==> config.mk <==
export PLATFORM = sky130hd
export DESIGN_NAME = register_bank
export DESIGN_NICKNAME = d
export VERILOG_FILES = /design/src/rtl/register_bank.sv
export SDC_FILE = /design/constraint.sdc
export NUM_CORES = 1
export LEC_CHECK = 0
export ABC_CLOCK_PERIOD_IN_PS = 2000
export BUFFER_PORTS_ARGS = -buffer_cell sky130_fd_sc_hd__buf_2
export CORE_ASPECT_RATIO = 0.8
export CORE_MARGIN = 2
export CORE_UTILIZATION = 30
export CTS_CLUSTER_SIZE = 24
export DETAILED_ROUTE_END_ITERATION = 10
export PLACE_DENSITY = 0.49
export SLEW_MARGIN = 10
export SYNTH_ARGS = -nofsm -noshare
export SYNTH_HDL_FRONTEND = slang
export SYNTH_SLANG_ARGS = --single-unit
==> constraint.sdc <==
create_clock -name clk -period 2 [get_ports clk]
set_input_delay 0.3 -clock clk [delete_from_list [all_inputs] [get_ports clk]]
set_output_delay 0.3 -clock clk [all_outputs]
set_load 0.05 [all_outputs]
==> src/rtl/register_bank.sv <==
// Register bank with load strobes, an auto-incrementing index register, and carry/zero flag capture.
// Also holds a buffered output FIFO drained over valid/ready. INDEX_REG < NREGS; OUTDEPTH is a power of two >= 2.
module register_bank #(
    parameter int WIDTH     = 8,
    parameter int NREGS     = 4,
    parameter int INDEX_REG = 2,
    parameter int OUTDEPTH  = 4
) (
    input  logic                         clk,
    input  logic                         resetB,
    input  logic [NREGS-1:0]             load,
    input  logic [WIDTH-1:0]             dbus,
    input  logic                         indexInc,
    input  logic                         captureFlags,
    input  logic                         carryIn,
    input  logic                         doOut,
    input  logic                         outReady,
    output logic [NREGS*WIDTH-1:0]       regs,
    output logic                         flagCarry,
    output logic                         flagZero,
    output logic                         outValid,
    output logic [WIDTH-1:0]             outData,
    output logic [$clog2(OUTDEPTH):0]    outCount,
    output logic                         outOverflow
);

    localparam int PW = $clog2(OUTDEPTH);
    localparam int CW = PW + 1;

    logic [WIDTH-1:0] reg_q [NREGS];
    logic [WIDTH-1:0] fifo_mem [OUTDEPTH];
    logic [PW-1:0]    wr_ptr;
    logic [PW-1:0]    rd_ptr;
    logic [CW-1:0]    count;
    logic             fifo_full;
    logic             do_push;
    logic             do_pop;

    always_ff @(posedge clk or negedge resetB) begin
        if (!resetB) begin
            for (int i = 0; i < NREGS; i++) begin
                reg_q[i] <= '0;
            end
        end else begin
            // A load on the index register takes priority over the increment.
            for (int i = 0; i < NREGS; i++) begin
                if (load[i]) begin
                    reg_q[i] <= dbus;
                end else if (i == INDEX_REG && indexInc) begin
                    reg_q[i] <= reg_q[i] + WIDTH'(1);
                end
            end
        end
    end

    for (genvar g = 0; g < NREGS; g++) begin : g_regs_out
        assign regs[g*WIDTH +: WIDTH] = reg_q[g];
    end

    always_ff @(posedge clk or negedge resetB) begin
        if (!resetB) begin
            flagCarry <= 1'b0;
            flagZero  <= 1'b0;
        end else if (captureFlags) begin
            flagCarry <= carryIn;
            flagZero  <= (dbus == '0);
        end
    end

    assign fifo_full = (count == CW'(OUTDEPTH));
    assign outValid  = (count != '0);
    assign do_pop    = outValid && outReady;
    // A full FIFO still accepts a push when the head leaves in the same cycle.
    assign do_push   = doOut && (!fifo_full || do_pop);

    always_ff @(posedge clk or negedge resetB) begin
        if (!resetB) begin
            for (int i = 0; i < OUTDEPTH; i++) begin
                fifo_mem[i] <= '0;
            end
            wr_ptr      <= '0;
            rd_ptr      <= '0;
            count       <= '0;
            outOverflow <= 1'b0;
        end else begin
            if (do_push) begin
                fifo_mem[wr_ptr] <= dbus;
                wr_ptr           <= wr_ptr + PW'(1);
            end
            if (do_pop) begin
                rd_ptr <= rd_ptr + PW'(1);
            end
            case ({do_push, do_pop})
                2'b10:   count <= count + CW'(1);
                2'b01:   count <= count - CW'(1);
                default: count <= count;
            endcase
            if (doOut && !do_push) begin
                outOverflow <= 1'b1;
            end
        end
    end

    assign outData  = fifo_mem[rd_ptr];
    assign outCount = count;

endmodule

==> results of run 1 <==
## through the flow
stage	area, µm²	cells
floorplan	3360	240
global placement	3890	444
detailed placement	3890	444
CTS	4210	460
global route	4210	460
finish	4210	460
## sequential cells by signal, indices dropped and copies added (netlist names)
name	count
flagCarry	1
fifo_mem	32
outCount	3
wr_ptr	2
flagZero	1
regs	32
outOverflow	1
rd_ptr	2
## worst reg2reg max path, cell delays in order, from the launching register on
cell,delay [ns]
dfrtp_2,0.45
or3_4,0.43
nand3_2,0.09
fa_1,0.42
inv_1,0.07
o2111ai_1,0.10
a22oi_1,0.19
## layout by cell type, fill, tap and decap left out, types with 2 or more instances in the layout
cell type  Yosys  layout
nor2b_1        4       4
dfrtp_2        0       3
nand4_1        3       3
nor4_1         2       2
o21ai_0       10      10
mux2_2        57      57
xnor2_1        4       4
nand2_1       12      12
buf_12         0       2
ha_1           5       5
buf_4          0       5
nand3_4        4       4
nand3_1       11      10
or4_1          3       3
mux4_2         8       8
or2_2          2       2
bufinv_16      0       2
dfrtp_1       74      71
buf_2          3      65
nand2b_1       2       2
o2111ai_1      2       2
clkbuf_16      0       9
xor2_1         5       5
inv_1          8       8
## power groups by stage
stage / Sequential [mW] / Clock, mW / Combinational [mW]
5_1_grt: 2.42 / 1.83 / 3.00
6_report: 2.34 / 1.72 / 2.83
2_1_floorplan: 2.62 / 0 / 1.94
3_3_place_gp: 2.36 / 0 / 2.85
4_1_cts: 2.34 / 1.77 / 2.87
3_5_place_dp: 2.36 / 0 / 2.86
## kinds of logic after synthesis
| logic type | synth area share (%) |
|---|---|
| flops | 55.3 |
| fa+ha+maj | 2.47 |
| simple gates | 9.01 |
| xor+xnor | 2.35 |
| mux | 25.2 |
| buf+inv | 2.58 |
| compound gates | 3.07 |
## cell type report
cell class,count,share of cell area (%)
clock inverter,6,2.14
clock buffer,10,5.44
inverter,8,0.714
sequential,74,44.1
timing repair buffer,72,9.58
tap,144,4.28
multi-input combinational,146,33.7
## path summary, 6_finish.rpt
kind	slack [ns]	cells after the start	from	end
min in group clk	0.20	2	carryIn	flagCarry
max in group asynchronous	1.37	2	resetB	fifo_mem[12]
worst max-delay path	0.06	3	rd_ptr[0]	outData[1]
worst max register to register	0.17	6	outCount[2]	outCount[1]
worst min register to register	0.49	1	outOverflow	outOverflow
worst min-delay path	0.006	1	resetB	regs[18]
## layer usage
| layer | vias to the layer above | wire length (µm) | GRT usage, % |
|---|---|---|---|
| li1 | 1017 | - | - |
| met1 | 1089 | 3600 | 19.2 |
| met2 | 38 | 3320 | 19.0 |
| met3 | 10 | 303 | 4.28 |
| met4 | 0 | 134 | 4.95 |
| met5 | - | 0 | 0 |
==> run_results.csv, run 1 <==
group,metric,value,unit
clock_network,ctsResizeCount,0,
floorplanning,die_area,12000,µm²
job,maxCapViolCount,0,
floorplanning,die_y,98.5,µm
worst_setup_path,critPathLaunchType,"flop",
pwr,power_density,1640,nW/µm²
clock_network,post_cts_buffers,0,
routing,drt-wirelength-per-cell,16.0,µm
clock_network,clk_latency,0.33,ns
cells_and_area,multiInputGateArea,1420,µm²
yosys,async_flop_share,100,%
pwr,seqPwrFrac,34.0,%
pwr,leakagePower,1.85,nW
floorplanning,row_count,34,
cells_and_area,ff_latch_area,1860,µm²
grt,grt_pass1_vias,2096,
yosys,synth_ff_type,"dfrtp_1",
place,portBuffers,65,
clock_network,cts_made_buffers,9,
sta,worstMarginPinSlew,0.682,ns
clock_network,path_clk_slew,0.06,ns
routing,drc_errors,0,
sta,period_share,97.1,%
worst_setup_path,arrival,1.64,ns
routing,antenna_left,0,
worst_setup_path,crit_slowest_cell,"mux4_2",
worst_setup_path,end_kind,"output pin",
yosys,netlist_area,3350,µm²
sta,fin_crit,1.94,ns
yosys,post-synth-top-area-cell,"dfrtp_1",
clock_network,clock_path_buffers,2,
grt,antenna_found_initial,0,
yosys,synth_edf_count,0,
pwr,p_switching,2.70,mW
yosys,syn-num-nets,265,
pwr,switching_share,39.2,%
hold_path,timing.hold.worst.class,"in2async",
cells_and_area,nFillCells,1077,
pwr,p_int,4.19,mW
sta,maxSlewViolCount,0,
routing,routed_wl,7360,µm
grt,grt_max_degree,36,
place,pre_cts_ws,0.176,ns
clock_network,cts.sinks,74,
grt,grt_pass1_wl,12000,µm
sta,whs,0.00582,ns
yosys,synth_top_cell_area_share,55.3,%
yosys,synth_area_leaders,"dfrtp_1 55%, mux2_2 19%, mux4_2 5.4%",
routing,viasPerCell,4.68,
floorplanning,fp.dieW,122,µm
yosys,ys_seq_elements,74,
sta,max_freq,515,MHz
sta,clock_skew,0.00480,ns
clock_network,cts_tree,"built",
clock_network,ctsHoldBuffers,0,
place,dpl.hpwl,5070,µm
worst_setup_path,path_class,"reg2out",
yosys,yosysWarnings,0,
status,status,"completed",
worst_setup_path,critPathTopFamily,"multiplexers",
place,gp_congestion,0.752,
grt,grt.total_usage,13.4,%
floorplanning,core_area,10900,µm²
yosys,netlist_instances,240,
clock_network,root_buffer,"clkbuf_16",
grt,grt.overflow.total,0,
sta,setup_ws,0.0588,ns
sta,relSlewSlack,54.6,%
sta,setup_viol,0,
yosys,synth_most_common_cell,"dfrtp_1",
worst_setup_path,required,1.70,ns
routing,vias,2154,
pwr,finalPower,6.89,mW
pwr,vdd_drop_max,0.708,mV
floorplanning,ios,66,
cells_and_area,nets,336,
yosys,synth_commonest_cells,"74 x dfrtp_1, 57 x mux2_2, 12 x nand2_1",
yosys,syn_area_per_cell,13.9,µm²
yosys,ys_types,34,
pwr,power_frac_comb,41.1,%
sta,rsz0062_at_grt,"no",
worst_setup_path,path_buf_inv,2,
worst_setup_path,crit_path_max_fanout,7,
cells_and_area,fin_util,38.6,%
cells_and_area,antenna-diode-count,0,
sta,hold_viol,0,
pwr,clock_power_share,24.9,%
clock_network,cts.htree.levels,3,
routing,dr.pass1.iters,4,
worst_setup_path,slowest_delay,0.53,ns
cells_and_area,drive_above_1_share,51.6,%
routing,drt-initial-drc-count,93,
sta,setup_tns,0,ns
floorplanning,initial_core_util,30.7,%
yosys,seq_area_frac_synth,55.3,%
cells_and_area,area_growth_syn_to_layout,25.7,%
worst_setup_path,crit_path_cell_trace,"buf_4 -> mux4_2 -> buf_2",
Power figures use the tool's default switching activity.
==> run 2, diff against run 1 <==
--- a/config.mk
+++ b/config.mk
@@ -9,10 +9,10 @@
 export BUFFER_PORTS_ARGS = -buffer_cell sky130_fd_sc_hd__buf_2
 export CORE_ASPECT_RATIO = 0.8
 export CORE_MARGIN = 2
-export CORE_UTILIZATION = 30
+export CORE_UTILIZATION = 55
 export CTS_CLUSTER_SIZE = 24
 export DETAILED_ROUTE_END_ITERATION = 10
-export PLACE_DENSITY = 0.49
+export PLACE_DENSITY = 0.8
 export SLEW_MARGIN = 10
 export SYNTH_ARGS = -nofsm -noshare
 export SYNTH_HDL_FRONTEND = slang
==> run 2 against run 1 <==
Compared with the run above:
- sequential power hardly changed
- die area shrank 44%
- worst setup slack improved by 0.0084 ns
- sequential share of layout area increased by 2.0 points
- via count grew 0.28%
- register-to-register slack got worse by 0.03 ns
- global-route usage grew 9.6 points
- maximum frequency is 0.43% higher
- worst hold slack better by 0.17 ns
- critical path depth is the same
- first-iteration DRC count rose by 5.4%
- total power decreased by 6.7%
- critical path type unchanged
==> run_results.csv, run 2 (synthesis results as in run 1) <==
group,metric,value,unit
hold_path,min_from,"captureFlags",
clock_network,cts.htree.levels,3,
worst_setup_path,crit_path_max_fanout,6,
floorplanning,ios,66,
routing,antenna_left,0,
clock_network,cts_made_buffers,9,
clock_network,cts.sinks,74,
routing,dr.pass1.iters,4,
grt,grt_pass1_wl,11400,µm
clock_network,clock_path_buffers,2,
worst_setup_path,required,1.70,ns
routing,drt-wirelength-per-cell,17.8,µm
cells_and_area,antenna-diode-count,0,
worst_setup_path,rr_startpoint,"outCount[2]",
worst_setup_path,r2r_setup_slack,0.14,ns
grt,antenna_found_initial,0,
hold_path,whs_path_depth,2,
pwr,clock_power_share,18.1,%
clock_network,post_cts_buffers,0,
status,status,"completed",
routing,vias,2160,
pwr,power_frac_comb,45.0,%
clock_network,root_buffer,"clkbuf_8",
hold_path,min_to,"flagZero",
worst_setup_path,arrival,1.63,ns
worst_setup_path,slowest_delay,0.53,ns
routing,drc_errors,0,
cells_and_area,fin_util,68.4,%
grt,grt.overflow.total,0,
floorplanning,fp.dieW,91.2,µm
routing,routed_wl,7090,µm
sta,setup_viol,0,
sta,setup_ws,0.0672,ns
sta,worstMarginPinSlew,0.588,ns
clock_network,clk_latency,0.35,ns
pwr,power_density,1600,nW/µm²
cells_and_area,area_growth_syn_to_layout,20.3,%
sta,fin_crit,1.93,ns
job,maxCapViolCount,0,
pwr,switching_share,42.4,%
grt,grt_pass1_vias,2164,
floorplanning,die_area,6730,µm²
worst_setup_path,critPathLaunchType,"flop",
pwr,vdd_drop_max,1.21,mV
place,gp_congestion,0.785,
pwr,leakagePower,1.80,nW
cells_and_area,nFillCells,443,
place,portBuffers,65,
place,pre_cts_ws,0.160,ns
sta,hold_viol,0,
pwr,p_switching,2.72,mW
sta,rsz0062_at_grt,"no",
routing,viasPerCell,5.43,
place,dpl.hpwl,4920,µm
floorplanning,core_area,5880,µm²
cells_and_area,drive_above_1_share,51.7,%
sta,relSlewSlack,60.8,%
worst_setup_path,r2r-end,"outCount[1]",
clock_network,cts_tree,"built",
cells_and_area,final_common_cell,"dfrtp_1",
cells_and_area,final_cell_mix,"71 x dfrtp_1, 63 x buf_2, 57 x mux2_2",
sta,whs,0.177,ns
sta,maxSlewViolCount,0,
worst_setup_path,rr_worst_depth,6,
clock_network,path_clk_slew,0.08,ns
sta,clock_skew,0.00814,ns
worst_setup_path,crit_path_cell_trace,"buf_4 -> mux4_2 -> clkbuf_4",
grt,grt.total_usage,23.0,%
pwr,p_int,3.71,mW
routing,drt-initial-drc-count,98,
sta,period_share,96.6,%
worst_setup_path,crit_slowest_cell,"mux4_2",
grt,grt_max_degree,31,
worst_setup_path,path_class,"reg2out",
worst_setup_path,end_kind,"output pin",
floorplanning,row_count,25,
hold_path,timing.hold.worst.class,"in2reg",
sta,setup_tns,0,ns
cells_and_area,nets,337,
floorplanning,die_y,73.8,µm
sta,max_freq,517,MHz
floorplanning,initial_core_util,56.9,%
pwr,seqPwrFrac,36.9,%
run 2: worst max-delay path by stage:
stage / start / end / slack, ns / depth (start not counted)
floorplan: outCount[2] / outCount[1] / 0.01 / 6
global placement: outCount[1] / fifo_mem[23] / 0.23 / 4
detailed placement: outCount[2] / outCount[1] / 0.16 / 6
CTS: rd_ptr[0] / outData[4] / 0.05 / 3
global route: rd_ptr[0] / outData[1] / 0.005 / 3
finish: rd_ptr[0] / outData[1] / 0.07 / 3
run 2: what timing repair did:
| action | 4_1_cts | 5_1_grt |
|---|---|---|
| hold buffers | 1 | 0 |
| gates resized for setup | 0 | 3 |
| hold endpoints to repair | 21 | 0 |
| endpoints found under the setup margin | 0 | 2 |
run 2: critical path, delay by kind of cell (launching register included):
kind	cells	cell delay, ns
buf+inv	2	0.40
flops	1	0.35
mux	1	0.53
run 2: metal layers:
| layer | wire length, µm | global-route usage [%] |
|---|---|---|
| met1 | 3390 | 32.6 |
| met2 | 3260 | 33.7 |
| met3 | 375 | 8.31 |
| met4 | 72 | 6.73 |
| met5 | 0 | 0 |
run 2: final cells by class:
class / instances / area (µm²) / area share (%)
tap: 81 / 101 / 2.52
clock inverter: 7 / 77.6 / 1.93
multi-input combinational: 146 / 1420 / 35.3
clock buffer: 9 / 124 / 3.08
timing repair buffer: 73 / 418 / 10.4
sequential: 74 / 1860 / 46.1
inverter: 8 / 30.0 / 0.746
run 2: metrics by stage:
stage	power, mW	instances	instance area [µm²]
2_1_floorplan	4.56	240	3360
3_3_place_gp	5.16	381	3810
3_5_place_dp	5.25	381	3810
4_1_cts	6.45	398	4020
5_1_grt	6.75	398	4030
6_report	6.43	398	4030
run 2: power by group through the flow:
stage / Sequential, mW / Clock (mW) / Combinational, mW
global route: 2.43 / 1.25 / 3.07
detailed placement: 2.38 / 0 / 2.87
floorplan: 2.62 / 0 / 1.94
CTS: 2.36 / 1.20 / 2.89
global placement: 2.35 / 0 / 2.81
finish: 2.37 / 1.17 / 2.89
